==> src/rtl/fetch_ctrl_pkg.sv <==
// Shared types and constants for the instruction fetch controller.
package fetch_ctrl_pkg;

   localparam int unsigned XLEN   = 16;
   localparam int unsigned WDOG_W = 8;

   typedef enum logic [2:0] {
      RSTV  = 3'd0,
      FETCH = 3'd1,
      ISSUE = 3'd2,
      HALT  = 3'd3,
      FAULT = 3'd4
   } state_t;

endpackage

==> src/rtl/fetch_wdog.sv <==
// Fetch timeout watchdog: counts cycles spent waiting for a memory response.
module fetch_wdog
   import fetch_ctrl_pkg::*;
#(
   parameter int unsigned MAX_WAIT = 16
) (
   input  logic clk,
   input  logic reset,
   input  logic clr,
   input  logic en,
   output logic expired
);

   logic [WDOG_W-1:0] cnt;

   // Wait counter: cleared outside a pending fetch, advances while waiting.
   always_ff @(posedge clk) begin
      if (!reset) begin
         cnt <= '0;
      end else if (clr) begin
         cnt <= '0;
      end else if (en) begin
         cnt <= cnt + WDOG_W'(1);
      end
   end

   // Last allowed waiting cycle without a response.
   assign expired = en && (cnt == WDOG_W'(MAX_WAIT - 1));

endmodule

==> src/rtl/fetch_ctrl.sv <==
// Instruction fetch controller: drives the PC, issues reads, holds the IR.
module fetch_ctrl
   import fetch_ctrl_pkg::*;
#(
   parameter logic [XLEN-1:0] RESET_VEC = 16'h0000,
   parameter int unsigned     MAX_WAIT  = 16
) (
   input  logic            clk,
   input  logic            reset,
   input  logic [XLEN-1:0] pc_out,
   output logic [XLEN-1:0] pc_in,
   output logic            pc_ld,
   output logic            pc_inc,
   output logic            mem_req,
   output logic [XLEN-1:0] mem_addr,
   input  logic            mem_ack,
   input  logic [XLEN-1:0] mem_rdata,
   output logic [XLEN-1:0] ir,
   output logic            ir_valid,
   input  logic            ir_ready,
   input  logic            br_valid,
   input  logic [XLEN-1:0] br_target,
   input  logic            halt,
   output logic            fault
);

   state_t          state;
   state_t          state_nxt;
   logic            br_pend;
   logic [XLEN-1:0] br_tgt;
   logic            in_fetch;
   logic            redirect;
   logic            wd_clr;
   logic            wd_en;
   logic            wd_expired;

   assign in_fetch = (state == FETCH);
   assign redirect = br_pend || br_valid;
   assign wd_en    = in_fetch && !mem_ack;
   assign wd_clr   = !in_fetch || mem_ack;
   assign mem_addr = pc_out;

   fetch_wdog #(
      .MAX_WAIT (MAX_WAIT)
   ) u_wdog (
      .clk     (clk),
      .reset   (reset),
      .clr     (wd_clr),
      .en      (wd_en),
      .expired (wd_expired)
   );

   // Next-state and PC control; branch redirects win over acceptance.
   always_comb begin
      state_nxt = state;
      pc_ld     = 1'b0;
      pc_inc    = 1'b0;
      pc_in     = '0;
      case (state)
         RSTV: begin
            pc_ld     = 1'b1;
            pc_in     = RESET_VEC;
            state_nxt = FETCH;
         end
         FETCH: begin
            if (mem_ack) begin
               if (redirect) begin
                  pc_ld = 1'b1;
                  pc_in = br_valid ? br_target : br_tgt;
               end else begin
                  state_nxt = ISSUE;
               end
            end else if (wd_expired) begin
               state_nxt = FAULT;
            end
         end
         ISSUE: begin
            if (br_valid) begin
               pc_ld     = 1'b1;
               pc_in     = br_target;
               state_nxt = FETCH;
            end else if (ir_ready) begin
               pc_inc    = 1'b1;
               state_nxt = halt ? HALT : FETCH;
            end
         end
         HALT: begin
            if (!halt) begin
               state_nxt = FETCH;
            end
         end
         FAULT: begin
            state_nxt = FAULT;
         end
         default: begin
            state_nxt = RSTV;
         end
      endcase
   end

   // State, registered status outputs, IR capture and pending-branch tracking.
   always_ff @(posedge clk) begin
      if (!reset) begin
         state    <= RSTV;
         mem_req  <= 1'b0;
         ir_valid <= 1'b0;
         fault    <= 1'b0;
         ir       <= '0;
         br_pend  <= 1'b0;
         br_tgt   <= '0;
      end else begin
         state    <= state_nxt;
         mem_req  <= (state_nxt == FETCH);
         ir_valid <= (state_nxt == ISSUE);
         fault    <= (state_nxt == FAULT);
         if (in_fetch) begin
            if (mem_ack) begin
               br_pend <= 1'b0;
               if (!redirect) begin
                  ir <= mem_rdata;
               end
            end else if (br_valid) begin
               br_pend <= 1'b1;
               br_tgt  <= br_target;
            end
         end
      end
   end

endmodule

==> config.mk <==
export PLATFORM = sky130hd
export DESIGN_NAME = fetch_ctrl
export DESIGN_NICKNAME = d
export VERILOG_FILES = /design/src/rtl/fetch_ctrl_pkg.sv /design/src/rtl/fetch_wdog.sv /design/src/rtl/fetch_ctrl.sv
export SDC_FILE = /design/constraint.sdc
export NUM_CORES = 1
export LEC_CHECK = 0
export ABC_AREA = 0
export CORE_ASPECT_RATIO = 0.9
export CORE_MARGIN = 4
export CORE_UTILIZATION = 45
export CTS_CLUSTER_SIZE = 10
export DETAILED_ROUTE_END_ITERATION = 16
export GPL_ROUTABILITY_DRIVEN = 0
export PLACE_DENSITY = 0.88
export SYNTH_ARGS = -nofsm -noshare
export SYNTH_HDL_FRONTEND = slang
export SYNTH_HIERARCHICAL = 1
export SYNTH_SLANG_ARGS = --single-unit
==> constraint.sdc <==
create_clock -name clk -period 4.8 [get_ports clk]
set_input_delay 0.72 -clock clk [delete_from_list [all_inputs] [get_ports clk]]
set_output_delay 0.72 -clock clk [all_outputs]
set_load 0.01 [all_outputs]
; ---- Yosys cells after proc, flatten, opt, wreduce, memory -nomap -nowiden
; Index checks and enable logic that the tools add are counted.
[totals]
ff_bits = 47
latch_bits = 0
mem_bits_rw = 0
mem_bits_ro = 0
input_bits = 54
out_inout_bits = 53
word_cells = 54
n_memories = 0
[op_classes]
n_addsub = 1
n_mul = 0
n_div = 0
n_lt_le_gt_ge = 0
eq_ne = 8
shift = 0
mux = 22
bitwise_logic = 3
reduce_logical = 12
[op_table]
columns = operator, count
row1 = two-way mux 16 bit, 4
row2 = case mux 16 bit (2 select lines), 1
row3 = two-way mux 3 bit, 6
row4 = case mux 3 bit (5 select lines), 1
row5 = equality test 3 x 2 -> 1 bit (second input constant), 3
row6 = adder 8 x 1 -> 8 bit (second input constant), 1
row7 = equality test 8 x 4 -> 1 bit (second input constant), 1
row8 = two-way mux 1 bit, 8
row9 = equality test 3 x 1 -> 1 bit (second input constant), 2
row10 = equality test 3 bit (second input constant), 2
row11 = AND reduction 2 bit, 2
row12 = logical NOT 3 bit, 1
row13 = NOT 1 bit, 3
row14 = case mux 1 bit (3 select lines), 1
row15 = AND reduction 3 bit, 1
row16 = logical AND 1 bit, 2
row17 = logical NOT 1 bit, 2
row18 = logical OR 1 bit, 2
row19 = two-way mux 2 bit, 1
row20 = nonzero test 2 bit, 1
row21 = OR reduction 2 bit, 1

; ---- Logic depth before layout (Yosys ltp)
; Gate-level depths: netlist (run 1).
[logic_depth]
word_depth = 7
depth_mapped = 10
ltp_nobuf = 7

; ---- By module
; The synthesis (run 1) kept the hierarchy.
[modules_own_cells]
columns = mod, n_inst, cells_each, area_per_inst_um2
row1 = fetch_ctrl, 1, 227, 2024.4
row2 = fetch_wdog, 1, 40, 360.3

; ---- Worst setup path after synthesis (run 1)
; OpenSTA, ideal clock, no wires.
[synth_timing]
path_kind = input port to flip-flop
start = input mem_ack
end = register ir_valid
setup_time_ns = 0.117
arrival_ns = 2.440
required_time_ns = 4.683
slack_ns = 2.243
cell_stages = 10
n_path_buf = 3
cell_sequence = or4b_4 buf_6 clkinv_8 buf_6 buf_6 nand4_2 nor2_1 inv_1 o221ai_4 and4b_1
[synth_between]
elab_chain_cells = 7
[synth_lines]
columns = item, line_no
row1 = from (decl), fetch_ctrl.sv:16  ; input logic mem_ack,
row2 = logical NOT 1 bit, fetch_ctrl.sv:39  ; assign wd_en = in_fetch && !mem_ack;
row3 = logical AND 1 bit, fetch_ctrl.sv:39
row4 = named net wd_en, fetch_ctrl.sv:34  ; logic wd_en;
row5 = logical AND 1 bit, fetch_wdog.sv:28  ; assign expired = en && (cnt == WDOG_W'(MAX_WAIT - 1));
row6 = named net wd_expired, fetch_ctrl.sv:35  ; logic wd_expired;
row7 = two-way mux 3 bit, fetch_ctrl.sv:73  ; end else if (wd_expired) begin
row8 = two-way mux 3 bit, fetch_ctrl.sv:66  ; if (mem_ack) begin
row9 = case mux 3 bit (5 select lines), fetch_ctrl.sv:59  ; case (state)
row10 = equality test 3 x 2 -> 1 bit, fetch_ctrl.sv:114  ; ir_valid <= (state_nxt == ISSUE);
row11 = to (signal assigned), fetch_ctrl.sv:114
row12 = to (decl), fetch_ctrl.sv:19  ; output logic ir_valid,
; The timed path passes the listed nets, and every way through them passes these cells.
; A chain may end at the register's enable or synchronous reset.

; ---- Worst setup path after layout (run 1)
[layout_timing]
start = input mem_ack
end = output pc_in[1]
[layout_between]
elab_chain_cells = 2
[layout_lines]
columns = item, line_no
row1 = two-way mux 16 bit, fetch_ctrl.sv:66
row2 = case mux 16 bit (2 select lines), fetch_ctrl.sv:59
row3 = to (decl), fetch_ctrl.sv:11  ; output logic [XLEN-1:0] pc_in,
; No other way between the ends.

==> results of run 1 <==
-- cell usage after synthesis (all sizes together) (2+ instances only) --
cell,instances
buf,31
xor2,3
a21boi,32
a31oi,2
nand2,4
o21ai,35
nand3,32
nor2b,5
inv,3
nand2b,4
nor2,9
a211oi,2
a21oi,4
a22o,16
clkbuf,9
nor3b,2
dfxtp,47
nand4,4
nor4b,2
or3,4
-- registers in the layout (all words and copies together), names as in the netlist --
name and count:
br_tgt 16, ir 16, u_wdog/cnt 8, state 3, br_pend 1, fault 1
ir_valid 1, mem_req 1
-- logic make-up after synthesis --
group	Yosys count	synth area share, %
AOI/OAI and AO/OA	96	28.2
and+or+nand+nor	74	18.0
DFF	47	39.5
buffers and inverters	44	11.9
xor gates and xnor gates	4	1.47
muxes	1	0.420
adders and majority gates	1	0.525
-- worst max path at each step --
| stage | startpoint | endpoint | slack [ps] | depth (start not counted) |
|---|---|---|---|---|
| 2_1_floorplan | mem_ack | ir_valid | 2240 | 10 |
| 3_5_place_dp | mem_ack | pc_in[1] | 970 | 6 |
| 4_1_cts | mem_ack | pc_in[1] | 970 | 6 |
| 6_report | mem_ack | pc_in[1] | 990 | 6 |
| 3_3_place_gp | mem_ack | pc_in[5] | 1050 | 6 |
| 5_1_grt | mem_ack | pc_in[1] | 860 | 6 |
-- power groups by stage --
stage          Sequential, W  Combinational [W]  Clock (W)
5_1_grt             0.000412           0.000147   0.000275
3_3_place_gp        0.000419           0.000135          0
3_5_place_dp        0.000419           0.000137          0
6_report            0.000410           0.000136   0.000251
2_1_floorplan       0.000418          0.0000848          0
4_1_cts             0.000410           0.000138   0.000258
-- routing by layer --
metal / track usage (%) / part of all wire (%)
met1: 20.7 / 42
met2: 29.9 / 50
met3: 4.18 / 5.2
met4: 6.33 / 2.1
met5: 0 / 0
-- through the flow --
stage | worst slack (ps) | area [sq um] | power [W] | hold slack [ps]
2_1_floorplan | 2240 | 2380 | 0.000503 | 453
3_3_place_gp | 1050 | 2990 | 0.000554 | 459
3_5_place_dp | 965 | 2990 | 0.000556 | 468
4_1_cts | 969 | 3090 | 0.000806 | 479
5_1_grt | 860 | 3090 | 0.000833 | 509
6_report | 990 | 3090 | 0.000798 | 478
-- critical path: stages --
cell	delay (ps)
clkdlybuf4s50_1	550
and4bb_1	210
buf_4	230
and3_1	580
a22o_1	250
clkdlybuf4s50_1	550
-- area by class of cell --
cell class | count | area [sq um]
tap | 65 | 81.3
timing repair buffer | 79 | 778
clock buffer | 8 | 100
sequential | 47 | 941
multi-input combinational | 176 | 1160
fill | 447 | 1900
inverter | 4 | 27.5
==> key figures, run 1 <==
Status
  • Status: completed

Power and ir drop
  • Power Density: 258 nW/um^2
  • Worst IR Drop VDD: 0.124 mV
  • Leakage: 1.05 nW
  • Clk network pwr share: 31.5%
  • Pint: 0.000605 W
  • P_sw: 0.000192 W
  • Switching share of total power: 24.1%
  • Comb pwr share: 17.1%
  • Sequential power share: 51.4%

Timing
  • Final Max Tran Viols: 0
  • Clock skew: 5.71 ps
  • Final Setup Violations: 0
  • Fmax achieved: 262 MHz
  • Slew @ Worst Pin: 1100 ps
  • Setup total negative slack: 0 ps
  • Slew margin rel.: 26.6%
  • Final min period: 3810 ps
  • Final hold vios: 0
  • Final worst-path cycle share: 79.4%
  • Unrepaired setup endpoints after global routing: no

Place
  • Placed insts: 371
  • # port buffers: 74
  • Detailed placement HPWL: 4080 um

Clocking
  • Post-CTS Hold Buffers: 0
  • Worst-path clk slew: 80 ps
  • # resized after CTS: 0
  • CTS buffer count: 5
  • Setup bufs post-CTS: 0
  • CTS tree: built
  • CTS max path bufs: 2
  • H-tree depth: 2
  • Clk root buf: clkbuf_8
  • Clk sink count: 47
  • Clk Latency, worst-skew pair: 290 ps

Floorplan
  • Die Area: 6530 sq um
  • IO Count: 107
  • Starting Density: 47.8%
  • Core box area: 4980 sq um
  • Die Span Y: 77.1 um
  • Cell Rows: 24
  • Die W: 84.7 um

Final layout
  • Commonest non-fill, non-tap cells in the layout: 74 x clkdlybuf4s50_1, 47 x dfxtp_1, 32 x nand3_1
  • Fraction of layout cells with a size suffix above 1: 6.05%
  • Core Util, Final: 61.9%
  • Most common cell after layout, fill and taps aside: clkdlybuf4s50_1
  • Ant diodes: 0
  • Layout area overhead: 29.5%
  • Non-Filler Instances: 379
  • Fin nets: 368

Synthesis
  • Syn. warnings: 6
  • Leading area contributor after synthesis: dfxtp_1
  • Synth top area share: 39.5%
  • Async S/R FF share, synth: 0%
  • EDFF count, synth: 0
  • Ys flop type: dfxtp_1
  • Synthesized Nets: 322
  • Yosys reg bits: 47
  • Number of distinct library cells after synthesis: 45
  • Syn Area/Cell: 8.93 sq um
  • Cell count after synthesis: 267
  • Synth area leaders: dfxtp_1 39%, a21boi_1 8.2%, nand3_1 6.7%
  • Sequential-to-total area share from yosys stat: 39.5%
  • Cell Area, Synth: 2380 sq um

Route
  • Vias per cell: 5.66
  • First DRT Iteration DRCs: 142
  • Avg WL per Cell: 15.2 um
  • Pre-Repair DR Iteration Count: 4
  • Residual DRC: 0
  • ANT nets after route: 0
  • DRT Wirelength: 5750 um
  • Routed vias: 2146

GRT
  • GR Util All Layers: 17.3%
  • Number of global-route vias before repair: 2005
  • Initial antenna violation count: 0
  • Largest net degree at the start of global routing: 38
  • First-pass GRT wire length: 9360 um
  • Grt ovf: 0

Hold path
  • Hold path depth: 2
  • HP Class: reg -> reg
  • Hold Startpoint: br_tgt[4]
  • Hold path endpoint: br_tgt[4]

Critical path
  • R2r setup slk: 2270 ps
  • R2r startpoint: state[0]
  • Worst r2r dst: ir_valid
  • Crit path required time: 4080 ps
  • Critical path type: in -> out
  • Setup crit start kind: primary input
  • Max FO, Critical Path: 19
  • Crit path arrival time: 3090 ps
  • Crit end category: output port
  • Worst R2R Path Depth: 7

Job
  • Max-cap violation count: 0
Power figures use the tool's default switching activity.
==> run 2, diff against run 1 <==
- CORE_UTILIZATION: 45 -> 42
- PLACE_DENSITY: 0.88 -> 0.83
- clock period: 4.8 -> 3.6 ns (I/O delays scaled with it)
==> run 2 against run 1 <==
  * Critical path type unchanged
  * Clock skew down 3.6 ps
  * Largest power group unchanged
  * Clock power up 34%
  * Final cell count up 0.79%
  * Count of clock-buffer cells in the layout unchanged
  * Non-clock buffer count up 1
  * Wire length up 0.45%
  * Largest cell class unchanged
  * First-iteration DRC count down 43%
==> key figures, run 2 (same netlist as run 1, synthesis figures left out) <==
Place
  • Detailed placement HPWL: 4110 um (+0.86%)
  • # port buffers: 74 (unchanged)

Floorplan
  • Starting Density: 44.3% (-3.5 points)
  • Core box area: 5380 sq um (+7.9%)
  • IO Count: 107 (unchanged)
  • Die Span Y: 79.5 um (+3.1%)
  • Cell Rows: 25 (+4.2%)
  • Die W: 87.4 um (+3.2%)
  • Die Area: 6950 sq um (+6.4%)

Clocking
  • # resized after CTS: 0 (unchanged)
  • Setup bufs post-CTS: 0 (unchanged)
  • Post-CTS Hold Buffers: 0 (unchanged)
  • CTS max path bufs: 2 (unchanged)
  • Clk root buf: clkbuf_8
  • CTS tree: built
  • H-tree depth: 2 (unchanged)
  • Worst-path clk slew: 80 ps (about the same)
  • CTS buffer count: 5 (unchanged)
  • Clk sink count: 47 (unchanged)
  • Clk Latency, worst-skew pair: 290 ps (about the same)

Timing
  • Slew @ Worst Pin: 568 ps (-529 ps)
  • Final worst-path cycle share: 88.1%
  • Final hold vios: 0 (unchanged)
  • Final min period: 3170 ps
  • Clock skew: 2.13 ps (-3.58 ps)
  • Fmax achieved: 315 MHz
  • Final Setup Violations: 0 (unchanged)
  • Unrepaired setup endpoints after global routing: no
  • Setup total negative slack: 0 ps (unchanged)
  • Slew margin rel.: 62.1% (+36 points)
  • Final Max Tran Viols: 0 (unchanged)

Critical path
  • Max FO, Critical Path: 16 (-3)
  • WP buf/inv: 2 (-1)
  • CP max stage cell: clkdlybuf4s50_1
  • Crit-path most repeated cell: clkdlybuf4s50_1
  • Crit path arrival time: 2630 ps (-460 ps)
  • Crit path required time: 3060 ps (-1020 ps)
  • CP Cell Sequence: clkdlybuf4s50_1 -> and4bb_1 -> and3_1 -> a22o_1 -> clkdlybuf4s50_1
  • Largest stage delay on the critical path: 540 ps (-40 ps)
  • Critical path type: in -> out
  • Setup crit start kind: primary input
  • Critical path's top delay family: buffers and inverters
  • Crit end category: output port

Power and ir drop
  • Leakage: 1.05 nW (+0.46%)
  • Final Total Pwr: 0.00106 W (+33%)
  • Worst IR Drop VDD: 0.266 mV (+110%)
  • Power Density: 344 nW/um^2 (+33%)

Final layout
  • Multi-input gate area: 1160 sq um (unchanged)
  • Fraction of layout cells with a size suffix above 1: 6.35% (+0.30 points)
  • Most common cell after layout, fill and taps aside: clkdlybuf4s50_1
  • Commonest non-fill, non-tap cells in the layout: 74 x clkdlybuf4s50_1, 47 x dfxtp_1, 32 x nand3_1
  • Layout area overhead: 29.9%
  • Fin nets: 369 (+0.27%)
  • FF+latch area: 941 sq um (unchanged)
  • Fillcell total: 489 (+9.4%)
  • Ant diodes: 0 (unchanged)
  • Biggest regs: br_tgt (16), ir (16), u_wdog/cnt (8)

Hold path
  • HP Class: reg -> reg

Status
  • Status: completed

Route
  • Routed vias: 2090 (-2.6%)
  • First DRT Iteration DRCs: 81 (-43%)
  • ANT nets after route: 0 (unchanged)
  • Avg WL per Cell: 15.1 um (-0.34%)
  • DRT Wirelength: 5780 um (+0.45%)
  • Vias per cell: 5.47 (-3.4%)
  • Pre-Repair DR Iteration Count: 4 (unchanged)
  • Residual DRC: 0 (unchanged)

GRT
  • Grt ovf: 0 (unchanged)
  • Number of global-route vias before repair: 2064 (+2.9%)
  • Initial antenna violation count: 0 (unchanged)
  • First-pass GRT wire length: 9560 um (+2.1%)
  • Largest net degree at the start of global routing: 26 (-32%)
  • GR Util All Layers: 16.9% (-0.39 points)

Job
  • Max-cap violation count: 0 (unchanged)
[run 2: changes by cell type in the layout (fill, tap and decap cells not counted)]
cell | previous run | this run
buf_4 | 5 | 6
[run 2: routing by layer]
layer  global-route usage, %  up-vias  wire length (um)
li1                        -     1051                 -
met1                    20.4      970              2460
met2                    28.3       59              2800
met3                    4.54       10               418
met4                    6.60        0               102
met5                       0        -                 0
[run 2: through the flow]
stage               area [sq um]  setup WS (ps)  hold slack [ps]  util (%)  instances
floorplan                   2380           1220              453         -        267
global placement            3000            446              458      55.7        374
detailed placement          3000            407              467      55.7        374
CTS                         3100            403              478      57.6        382
global route                3100            265              506      57.6        382
finish                      3100            427              478      57.6        382
[run 2: layout make-up]
type | instances | share of cell area (%)
clock buffer | 8 | 3.23
inverter | 4 | 0.889
multi-input combinational | 176 | 37.4
sequential | 47 | 30.4
tap | 67 | 2.71
timing repair buffer | 80 | 25.4
[run 2: tightest hold or removal path: stages, from the launching register on]
cell and delay, ps:
dfxtp_1 310, o21ai_0 60, a21boi_1 60
[run 2: path summary, 6_finish.rpt]
kind,startpoint,endpoint,slack [ps],cells past startpoint
worst min register to register,ir[5],ir[5],480,2
worst min-delay path,ir[5],ir[5],480,2
worst max-delay path,mem_ack,pc_in[1],430,5
worst max register to register,state[0],ir_valid,1130,7
[run 2: power breakdown]
group	switching (W)	total, W	internal (W)	leakage [nW]
combinational	0.0000846	0.000182	0.0000970	0.619
clock	0.000161	0.000336	0.000175	0.0515
sequential	0.0000119	0.000547	0.000535	0.381
total	0.000257	0.00106	0.000807	1.05
